--- src/rtl/uart_pkg.sv ---
// Shared types and constants for the UART transmit FIFO controller.
package uart_pkg;

  localparam int BYTE_W = 8;

  // Drain sequencer states
  typedef enum logic [2:0] {
    S_IDLE,
    S_READ,
    S_START,
    S_WBUSY,
    S_WDONE,
    S_GAP
  } state_t;

  // Write-port requester ids
  typedef enum logic {
    REQ_CPU = 1'b0,
    REQ_MON = 1'b1
  } req_id_t;

  // One producer's write request
  typedef struct packed {
    logic              req;
    logic [BYTE_W-1:0] data;
  } wr_req_t;

endpackage

--- src/rtl/uart_wr_arb.sv ---
// Two-requester round-robin write arbiter with monitor lock.
// Grant is combinational; rr_last remembers the most recent winner.
module uart_wr_arb
  import uart_pkg::*;
(
  input  logic              clk,
  input  logic              reset,
  input  wr_req_t           cpu,
  input  wr_req_t           mon,
  input  logic              mon_lock,
  input  logic              fifo_full,
  output logic              cpu_ack,
  output logic              mon_ack,
  output logic              fifo_wr,
  output logic [BYTE_W-1:0] fifo_din
);

  req_id_t rr_last;
  req_id_t winner;
  logic    cpu_cand;
  logic    mon_cand;
  logic    grant;

  // Pick a winner; the lock hides the CPU, ties go to whoever did not win last.
  // Grants are held off while reset is asserted so acks drop immediately.
  always_comb begin
    cpu_cand = cpu.req && !mon_lock;
    mon_cand = mon.req;
    grant    = reset && !fifo_full && (cpu_cand || mon_cand);
    if (cpu_cand && mon_cand)
      winner = (rr_last == REQ_MON) ? REQ_CPU : REQ_MON;
    else if (mon_cand)
      winner = REQ_MON;
    else
      winner = REQ_CPU;
    cpu_ack  = grant && (winner == REQ_CPU);
    mon_ack  = grant && (winner == REQ_MON);
    fifo_wr  = grant;
    fifo_din = '0;
    if (grant)
      fifo_din = (winner == REQ_CPU) ? cpu.data : mon.data;
  end

  // Track the last granted requester; starts as MON so the CPU wins the first tie.
  always_ff @(posedge clk or negedge reset) begin
    if (!reset)
      rr_last <= REQ_MON;
    else if (grant)
      rr_last <= winner;
  end

endmodule

--- src/rtl/uart_tx_sched.sv ---
// UART transmit FIFO controller: write arbitration plus a
// read/load/transmit drain sequencer with flow control and inter-byte gap.
module uart_tx_sched
  import uart_pkg::*;
#(
  parameter int IDLE_GAP = 0,
  parameter int CNT_W    = 16
) (
  input  logic              clk,
  input  logic              reset,
  input  logic              cpu_req,
  input  logic [BYTE_W-1:0] cpu_data,
  output logic              cpu_ack,
  input  logic              mon_req,
  input  logic [BYTE_W-1:0] mon_data,
  input  logic              mon_lock,
  output logic              mon_ack,
  output logic              fifo_wr,
  output logic [BYTE_W-1:0] fifo_din,
  input  logic              fifo_full,
  output logic              fifo_rd,
  input  logic [BYTE_W-1:0] fifo_dout,
  input  logic              fifo_data_ready,
  input  logic              tx_en,
  output logic              tx_start,
  output logic [BYTE_W-1:0] tx_data,
  input  logic              tx_busy,
  output logic [CNT_W-1:0]  tx_count,
  output logic              sched_busy
);

  // Gap counter holds IDLE_GAP-1 down to 0, so IDLE_GAP cycles are spent in S_GAP.
  localparam int GAP_W    = (IDLE_GAP > 1) ? $clog2(IDLE_GAP) : 1;
  localparam int GAP_LOAD = (IDLE_GAP > 0) ? IDLE_GAP - 1 : 0;

  state_t           state;
  state_t           state_nx;
  logic [GAP_W-1:0] gap_cnt;
  wr_req_t          cpu_w;
  wr_req_t          mon_w;

  assign cpu_w = '{req: cpu_req, data: cpu_data};
  assign mon_w = '{req: mon_req, data: mon_data};

  // The arbiter is independent of the sequencer: writes and reads may coincide.
  uart_wr_arb u_arb (
    .clk      (clk),
    .reset    (reset),
    .cpu      (cpu_w),
    .mon      (mon_w),
    .mon_lock (mon_lock),
    .fifo_full(fifo_full),
    .cpu_ack  (cpu_ack),
    .mon_ack  (mon_ack),
    .fifo_wr  (fifo_wr),
    .fifo_din (fifo_din)
  );

  // Sequencer state register
  always_ff @(posedge clk or negedge reset) begin
    if (!reset)
      state <= S_IDLE;
    else
      state <= state_nx;
  end

  // Next state; tx_en is only consulted when leaving S_IDLE so a byte in flight always completes
  always_comb begin
    state_nx = state;
    unique case (state)
      S_IDLE:  if (fifo_data_ready && tx_en) state_nx = S_READ;
      S_READ:  state_nx = S_START;
      S_START: state_nx = S_WBUSY;
      S_WBUSY: if (tx_busy) state_nx = S_WDONE;
      S_WDONE: if (!tx_busy) state_nx = (IDLE_GAP > 0) ? S_GAP : S_IDLE;
      S_GAP:   if (gap_cnt == '0) state_nx = S_IDLE;
      default: state_nx = S_IDLE;
    endcase
  end

  // Sequencer strobes; fifo_rd is gated by reset so it drops as soon as reset asserts
  always_comb begin
    fifo_rd    = reset && (state == S_IDLE) && fifo_data_ready && tx_en;
    tx_start   = (state == S_START);
    sched_busy = (state != S_IDLE);
  end

  // Datapath: byte capture, hand-off counter and gap countdown
  always_ff @(posedge clk or negedge reset) begin
    if (!reset) begin
      tx_data  <= '0;
      tx_count <= '0;
      gap_cnt  <= '0;
    end else begin
      if (state == S_READ)
        tx_data <= fifo_dout;
      if (state == S_START)
        tx_count <= tx_count + 1'b1;
      if (state == S_WDONE && !tx_busy)
        gap_cnt <= GAP_W'(GAP_LOAD);
      else if (state == S_GAP && gap_cnt != '0)
        gap_cnt <= gap_cnt - 1'b1;
    end
  end

endmodule
--- config.mk ---
export PLATFORM = sky130hd
export DESIGN_NAME = uart_tx_sched
export DESIGN_NICKNAME = d
export VERILOG_FILES = /design/src/rtl/uart_pkg.sv /design/src/rtl/uart_wr_arb.sv /design/src/rtl/uart_tx_sched.sv
export SDC_FILE = /design/constraint.sdc
export NUM_CORES = 1
export LEC_CHECK = 0
export CORE_MARGIN = 3
export CORE_UTILIZATION = 25
export CTS_CLUSTER_SIZE = 30
export DETAILED_ROUTE_END_ITERATION = 12
export GPL_TIMING_DRIVEN = 0
export MAX_ROUTING_LAYER = met4
export PLACE_DENSITY = 0.58
export REMOVE_ABC_BUFFERS = 1
export SLEW_MARGIN = 15
export SYNTH_ARGS = -nofsm -noshare
export SYNTH_HDL_FRONTEND = slang
export SYNTH_HIERARCHICAL = 1
export SYNTH_SLANG_ARGS = --single-unit
--- constraint.sdc ---
create_clock -name clk -period 2.61 [get_ports clk]
set_input_delay 0.3915 -clock clk [delete_from_list [all_inputs] [get_ports clk]]
set_output_delay 0.3915 -clock clk [all_outputs]
set_load 0.03 [all_outputs]
Yosys cells after proc, flatten, opt, wreduce, memory -nomap -nowiden

Index checks and enable logic that the tools add are counted.

Eq/ne operators: 9
Bitwise gates (word level): 1
$add $sub $neg: 2
Multiplexer cells: 12
Reduce and logical (&&, ||, !) cells: 20

Operators with widths:

| operator              | count |
|---|---|
| $pmux 3 s6            | 1 |
| $add 16x1->16 const B | 1 |
| $mux 8                | 2 |
| $logic_and 1x1->1     | 12 |
| $mux 3                | 4 |
| $ne 2x2->1 const B    | 4 |
| $eq 3x2->1 const B    | 2 |
| $eq 3x3->1 const B    | 2 |
| $mux 1                | 5 |
| $reduce_and 4->1      | 1 |
| $eq 3x1->1 const B    | 1 |
| $logic_not 1->1       | 3 |
| $logic_not 3->1       | 1 |
| $reduce_bool 3->1     | 1 |
| $reduce_bool 2->1     | 1 |
| $logic_or 1x1->1      | 1 |
| $not 1->1             | 1 |
| $sub 1x1->1 const B   | 1 |

Output and inout bits: 38
Register bits: 29
Bits of input ports: 33
Word-level logic and storage cells: 49

Longest topological paths before layout

Gate-level depths: netlist of the first run.

Depth after elaboration: 6
Depth in mapped cells: 6
Depth with buffers taken out: 5

Modules after synthesis

Netlist of the first run, hierarchy kept.

By module, submodules not included:

| module        | area each (µm²) | cells each | instances |
|---|---|---|---|
| uart_tx_sched | 1238.7          | 103        | 1 |
| uart_wr_arb   | 175.2           | 21         | 1 |

Worst setup path after synthesis of the first run

No wires, ideal clock.

Kind: register -> output
From: register state[0]
To: output fifo_rd
Setup slack: 0.740 ns
Required time: 2.219 ns
Buffers on the path: 1
Data arrival time: 1.479 ns
Stages on the path, launching flop included: 4
Path through: dfrtp_1 -> buf_6 -> or3_1 -> nor2_1

Longest elaborated chain between the ends: 4

RTL lines:

| item                           | line                | RTL |
|---|---|---|
| from (decl)                    | uart_tx_sched.sv:36 | `state_t state;` |
| from (signal assigned)         | uart_tx_sched.sv:64 | `state <= state_nx;` |
| $logic_not 3->1                | uart_tx_sched.sv:83 | `fifo_rd = reset && (state == S_IDLE) && fifo_data_ready && tx_en;` |
| $logic_and 1x1->1 (3 in a row) | uart_tx_sched.sv:83 |  |
| to (decl)                      | uart_tx_sched.sv:21 | `output logic fifo_rd,` |

No other way between the ends.

Final worst setup path of the first run

From: register state[0]
To: output tx_start

Longest elaborated chain between the ends: 1

RTL lines:

| item       | line                | RTL |
|---|---|---|
| $eq 3x2->1 | uart_tx_sched.sv:84 | `tx_start = (state == S_START);` |
| to (decl)  | uart_tx_sched.sv:25 | `output logic tx_start,` |

No other way between the ends.

==> results of run 1 <==
## kinds of logic after synthesis
group	Yosys count	share of synthesized area
flip-flops	29	0.514
XOR/XNOR	15	0.0929
adder cells (fa/ha/maj)	1	0.00885
AO/OA/AOI/OAI	19	0.0991
AND/OR/NAND/NOR	44	0.181
buffers and inverters	8	0.0398
multiplexers	8	0.0637
## final timing paths
kind | depth (start not counted) | slack [ns] | to
setup / recovery | 3 | 0.14 | tx_start
setup reg to reg | 4 | 0.89 | tx_count[10]
hold / removal | 1 | 0.07 | u_arb/rr_last
min in group clk | 1 | 0.48 | tx_count[15]
max in group asynchronous | 2 | 1.29 | tx_data[0]
hold reg to reg | 1 | 0.48 | tx_count[15]
## power by group
group,switching (mW),internal [mW]
registers,0.142,0.589
clock network,0.178,0.310
logic,0.491,0.438
total,0.811,1.34
## layer usage
metal / wire length, um / GRT usage / share of wire / vias up
li1: - / - / - / 589
met1: 1610 / 0.131 / 0.42 / 574
met2: 1790 / 0.189 / 0.47 / 54
met3: 370 / 0.0399 / 0.097 / 2
met4: 36 / 0.0456 / 0.0095 / 0
met5: 0 / - / 0 / -
## worst max-delay path: cells and delay by family (launching register included)
kind / cells / cell delay [ns]
AND/OR/NAND/NOR: 1 / 0.51
buffers and inverters: 2 / 0.82
flip-flops: 1 / 0.47
## flip-flops by register name, summed over array words and instances, names as in the netlist
name and count:
tx_count 16, u_arb/rr_last 1, gap_cnt 1, state 3
tx_data 8
## cell type report
cell class	instances	share of cell area
inverters	4	0.00634
multi-input cells	87	0.275
clock inverters	2	0.0158
clock buffers	6	0.0349
well taps	70	0.0370
repair buffers	75	0.324
flip-flops and latches	29	0.307
## cell usage in the layout (no fill, tap or decap), types with 2 or more instances in the layout
cell type                          n
sky130_fd_sc_hd__nand2_1          13
sky130_fd_sc_hd__clkdlybuf4s50_1  60
sky130_fd_sc_hd__nand3_1           6
sky130_fd_sc_hd__nor2b_1           2
sky130_fd_sc_hd__a21oi_1           2
sky130_fd_sc_hd__nand4_1           4
sky130_fd_sc_hd__o21ai_0           5
sky130_fd_sc_hd__mux2_2            8
sky130_fd_sc_hd__nor3_4            2
sky130_fd_sc_hd__clkbuf_8          6
sky130_fd_sc_hd__buf_4             3
sky130_fd_sc_hd__a22o_1            9
sky130_fd_sc_hd__and3_1            2
sky130_fd_sc_hd__inv_1             3
sky130_fd_sc_hd__xnor2_1          11
sky130_fd_sc_hd__xor2_1            4
sky130_fd_sc_hd__nor2_1            7
sky130_fd_sc_hd__dlygate4sd3_1     2
sky130_fd_sc_hd__dlymetal6s2s_1    9
sky130_fd_sc_hd__dfrtp_1          28
sky130_fd_sc_hd__and4_1            2
## what timing repair did
action	4_1_cts	5_1_grt
endpoints found under the hold margin	28	10
setup endpoints to repair	11	10
gates resized for setup	4	10
pin swaps	0	0
buffers inserted	0	3
## metrics by stage
stage          setup WS [ns]   util  cells
2_1_floorplan          0.730      -    120
3_3_place_gp           -1.35  0.408    260
3_5_place_dp          -0.402  0.407    260
4_1_cts               -0.102  0.432    268
5_1_grt              0.00717  0.447    273
6_report               0.138  0.447    273
==> results.md, run 1 <==
* Total CTS buffers at 5
* Clock root cell: sky130_fd_sc_hd__clkbuf_8
* Run status: finished, final reports clean
* Half-perimeter wire length after placement at roughly 2800 um
* Yosys reg bits at 29
* Sum of internal, switching and leakage power at about 2.1 mW
* Critical Setup Path Class: reg -> out
* Critical path data arrival time at around 2.1 ns
* # H-tree levels at 2
* Area used by sequential logic in the layout at about 730 um2
* Port-buffer cells at 70
* Crit path max-delay cell type: sky130_fd_sc_hd__clkdlybuf4s50_1
* Req. time, crit path at 2.22 ns
* DRC violations left at 0
* Number of setup violations in the final report at 0
* Number of max-slew violations in the final report at 0
* Clk buf depth at 2
* Maximum cell stage delay along the critical path at a little under 0.7 ns
* Number of enable-type register cells in the synthesized netlist at 0
* Cell row count at 26
* Largest cells by area after synthesis: sky130_fd_sc_hd__dfrtp_1 50%, sky130_fd_sc_hd__xnor2_1 6.8%, sky130_fd_sc_hd__mux2_2 6.4%
* Share of the synthesized area in the top cell type at 0.496
* Number of distinct library cell variants in the gate-level netlist after synthesis at 30
* Congestion Overflow GR at 0
* Worst R2R Start: state[0]
* Startpoint Class: register
* Max Fclk at 405 MHz
* Top flip-flop cell by instance count after synthesis: sky130_fd_sc_hd__dfrtp_1
* Number of detailed-routing iterations run before antenna repair at 4
* VDD IR-drop max at about 0.51 mV
* Sequential fraction of the synthesis area at 0.514
* Post-route cell area at about 2400 um2
* Clock slew seen by the registers of the worst setup and hold paths at about 0.06 ns
* Routed WL at 3800 um
* Number of maximum-capacitance violations at 0
* Top post-synthesis cells by count: 28 x sky130_fd_sc_hd__dfrtp_1, 13 x sky130_fd_sc_hd__nand2_1, 11 x sky130_fd_sc_hd__xnor2_1
* Layout cell share with drive strength beyond 1 at 0.138
* Worst max-slew margin expressed relative to the limit at 0.429
* Total inserted antenna cells at 0
* Detailed router's first-iteration violation count at 31
* Setup TNS Final at 0 ns
* Total leakage power at between 1 and 1.5 nW
* Most common cell in the synthesized netlist: sky130_fd_sc_hd__dfrtp_1
* Die area at about 6600 um2
* TritonCTS clock tree: built
* Area of placed instances at between 2000 and 2500 um2
* Clock insertion delay at the later pin of the skew report at ~0.28 ns
* Final Hold Violating Endpoints at 0
* Kind of end point of the critical path: output pin
* Fraction of registers with async set/reset at 1.00
* Yosys warning count at 6
* Count of mapped cells out of synthesis at between 100 and 150
* Die W at 81.2 um
* Count of boundary I/O pins at 71
* Hold slack final at 0.0656 ns
* Combined area of all synthesized cells at around 1400 um2
* Last weighted congestion value of the routability-driven placer at 0.726
* Fin Clk Skew at around 0.0084 ns
* Setup repair after global routing missed its margin: no
* Clock sinks at 29
* # fillers at 495
* Post-detailed-route count of antenna-violating nets at 0
* Largest net degree at the start of global routing at 33
* Initial antenna violation count at 0
* CP cell instances: or3b_4, inv_1, clkdlybuf4s50_1
* Synth area leader: sky130_fd_sc_hd__dfrtp_1
* Routed vias at 1219
* Die Ht at between 80 and 90 um
* Mean cell area of the mapped netlist at 11.4 um2
* Final critical path time including I/O delays and setup at approximately 2.5 ns
* Area occupied by multi-input gates at 652 um2
* Drt wl/cell at approximately 14 um
* CP startpoint: state[0]
* All-Layer GR Usage at 0.116
* Starting utilization of the core area at 0.267
* Fin crit share at 0.947
* Largest driver fanout on the critical path at 10
* Power density over cell area at ~910 nW/um2
* Hold Crit Class: in -> async
* Transition at the pin with the smallest max-transition slack at between 0.8 and 0.9 ns
* Core area at around 5300 um2
* Total Nets Final at 236
* Global-route wire length before repair at 5640 um
* DR vias/cell at approximately 4.5
* Number of global-route vias before repair at ~1100
* Signed area change from the synthesized netlist to the final layout at 67.5%
(Power assumes the default switching activity.)
==> inputs of run 2 (changes only) <==
Settings changed: SLEW_MARGIN 15 to 30.
==> run 2 against run 1 <==
Net effect: critical path depth grew 1; first-iteration DRC count shrank 29%; design area shrank 2.9%; global-route usage is essentially flat; clock skew shrank 0.0023 ns; sequential cell count is the same; fmax grew 1.8%; hold slack lost 0.0021 ns; critical path type is now in -> out; critical endpoint is now mon_ack; largest cell class is now registers; largest power group unchanged.
==> results.md, run 2 (synthesis results as in run 1) <==
* Number of cell instances on the worst register-to-register path at 4
* Cell row count at 26
* Total leakage power at between 1 and 1.5 nW
* Last weighted congestion value of the routability-driven placer at 0.726
* Critical Setup Path Class: in -> out
* Global-route wire length before repair at 5670 um
* Max Fclk at slightly above 400 MHz
* Post-route cell area at roughly 2300 um2
* Number of setup violations in the final report at 0
* Port-buffer cells at 70
* Total Nets Final at ~230
* # H-tree levels at 2
* Logic depth of the worst path, buffers included at 4
* Signed area change from the synthesized netlist to the final layout at 62.7%
* Core area at roughly 5300 um2
* Clock sinks at 29
* Req. time, crit path at ~2.2 ns
* Clock insertion delay at the later pin of the skew report at roughly 0.27 ns
* Startpoint Class: input port
* Final critical path time including I/O delays and setup at ~2.4 ns
* Drt wl/cell at between 10 and 15 um
* Run status: finished, final reports clean
* Largest registers ranked by flip-flop count: tx_count x16, tx_data x8, state x3
* Number of max-slew violations in the final report at 0
* Number of global-route vias before repair at about 1200
* Critical path data arrival time at between 2 and 2.5 ns
* Kind of end point of the critical path: output pin
* Power density over cell area at about 900 nW/um2
* Total inserted antenna cells at 0
* Die area at 6590 um2
* Final Hold Violating Endpoints at 0
* Top register by number of flip-flops: tx_count
* Hold Crit Class: in -> async
* DR vias/cell at between 4 and 5
* Worst path top cell family by delay: buffers and inverters
* Clock slew seen by the registers of the worst setup and hold paths at approximately 0.07 ns
* Number of maximum-capacitance violations at 0
* Area of placed instances at approximately 2200 um2
* Largest driver fanout on the critical path at 9
* Fin crit share at 0.931
* Starting utilization of the core area at 0.267
* Most used cells in the layout excluding fill and tap cells: 59 x sky130_fd_sc_hd__clkdlybuf4s50_1, 28 x sky130_fd_sc_hd__dfrtp_1, 13 x sky130_fd_sc_hd__nand2_1
* Clk buf depth at 2
* Crit path max-delay cell type: sky130_fd_sc_hd__clkdlybuf4s50_1
* Detailed router's first-iteration violation count at 22
* Worst max-slew margin expressed relative to the limit at 0.524
* Routed vias at ~1200
* Routed WL at roughly 3600 um
* All-Layer GR Usage at 0.116
* Setup repair after global routing missed its margin: no
* Setup TNS Final at 0 ns
* Number of buffers and inverters on the critical path at 2
* Number of detailed-routing iterations run before antenna repair at 3
* Post-detailed-route count of antenna-violating nets at 0
* Transition at the pin with the smallest max-transition slack at roughly 0.71 ns
* TritonCTS clock tree: built
* Die Ht at approximately 81 um
* CP cell instances: clkdlybuf4s50_1, nor2b_1, o311a_4, clkdlybuf4s50_1
* Number of flip-flops in the largest register at 16
* Half-perimeter wire length after placement at between 2000 and 3000 um
* VDD IR-drop max at ~0.47 mV
* Post-CTS setup buffer count at 0
* Largest net degree at the start of global routing at 29
* Maximum cell stage delay along the critical path at slightly below 0.7 ns
* Initial antenna violation count at 0
* Fin Clk Skew at 0.00608 ns
* Count of boundary I/O pins at between 70 and 80
* Most common library cell in the layout ignoring fill and taps: sky130_fd_sc_hd__clkdlybuf4s50_1
* Most used cell, CP: sky130_fd_sc_hd__clkdlybuf4s50_1
* Congestion Overflow GR at 0
* Clock root cell: sky130_fd_sc_hd__clkbuf_8
* DRC violations left at 0
* Total CTS buffers at 5
* Die W at 81.2 um
* Layout cell share with drive strength beyond 1 at 0.121
[run 2: cell count changes in the layout (fill, tap and decap cells not counted)]
cell | before | now
sky130_fd_sc_hd__dlygate4sd2_1 | 0 | 9
sky130_fd_sc_hd__dlymetal6s2s_1 | 9 | 1
sky130_fd_sc_hd__buf_4 | 3 | 0
sky130_fd_sc_hd__buf_12 | 0 | 1
sky130_fd_sc_hd__buf_2 | 0 | 1
sky130_fd_sc_hd__buf_6 | 1 | 0
sky130_fd_sc_hd__clkbuf_8 | 6 | 5
sky130_fd_sc_hd__clkdlybuf4s50_1 | 60 | 59
sky130_fd_sc_hd__clkinv_2 | 0 | 1
sky130_fd_sc_hd__clkinvlp_4 | 1 | 0
sky130_fd_sc_hd__dlygate4sd3_1 | 2 | 1
sky130_fd_sc_hd__or3b_1 | 0 | 1
sky130_fd_sc_hd__or3b_4 | 1 | 0
[run 2: worst paths after layout]
kind | start | to | slack (ns)
max | fifo_full | mon_ack | 0.18
min | reset | tx_count[11] | 0.06
max reg2reg | state[1] | tx_count[10] | 0.80
min reg2reg | tx_count[15] | tx_count[15] | 0.48
max in group asynchronous | reset | tx_count[0] | 1.92
min in group clk | tx_count[15] | tx_count[15] | 0.48
[run 2: where the power goes]
group	switching (mW)	internal (mW)
combinational	0.491	0.419
sequential	0.141	0.589
clock	0.161	0.277
total	0.793	1.29
[run 2: final cells by class]
type                       instances  area (um2)
sequential                        29         727
multi-input combinational         87         649
timing repair buffer              72         717
fill                             512        3000
clock buffer                       5        68.8
clock inverter                     2        35.0
tap                               70        87.6
inverter                           4        15.0
[run 2: through the flow]
step	setup slack (ns)	util	total power [mW]	hold WS, ns	std cells
6_report	0.181	0.434	2.08	0.0635	269
5_1_grt	0.104	0.434	2.20	0.0654	269
4_1_cts	0.0393	0.433	2.11	0.0586	269
3_5_place_dp	-0.155	0.410	1.67	0.229	261
3_3_place_gp	-1.35	0.408	1.65	0.465	260
2_1_floorplan	0.730	-	1.26	0.0959	120
[run 2: repair_timing]
item	CTS	global route
endpoints found under the hold margin	4	0
cloned	0	0
endpoints found under the setup margin	10	1
gates resized for setup	11	1
hold buffers	1	0
[run 2: per-layer routing]
layer,global-route usage,wire (um),up-vias
li1,-,-,581
met1,0.129,1510,556
met2,0.194,1730,51
met3,0.0377,319,2
met4,0.0456,36,0
met5,-,0,-
==> inputs of run 3 (changes only) <==
Settings changed: CTS_CLUSTER_DIAMETER from default to 150.
==> results of run 3 <==
No change in the layout: final DEF, timing and power equal those of run 2.
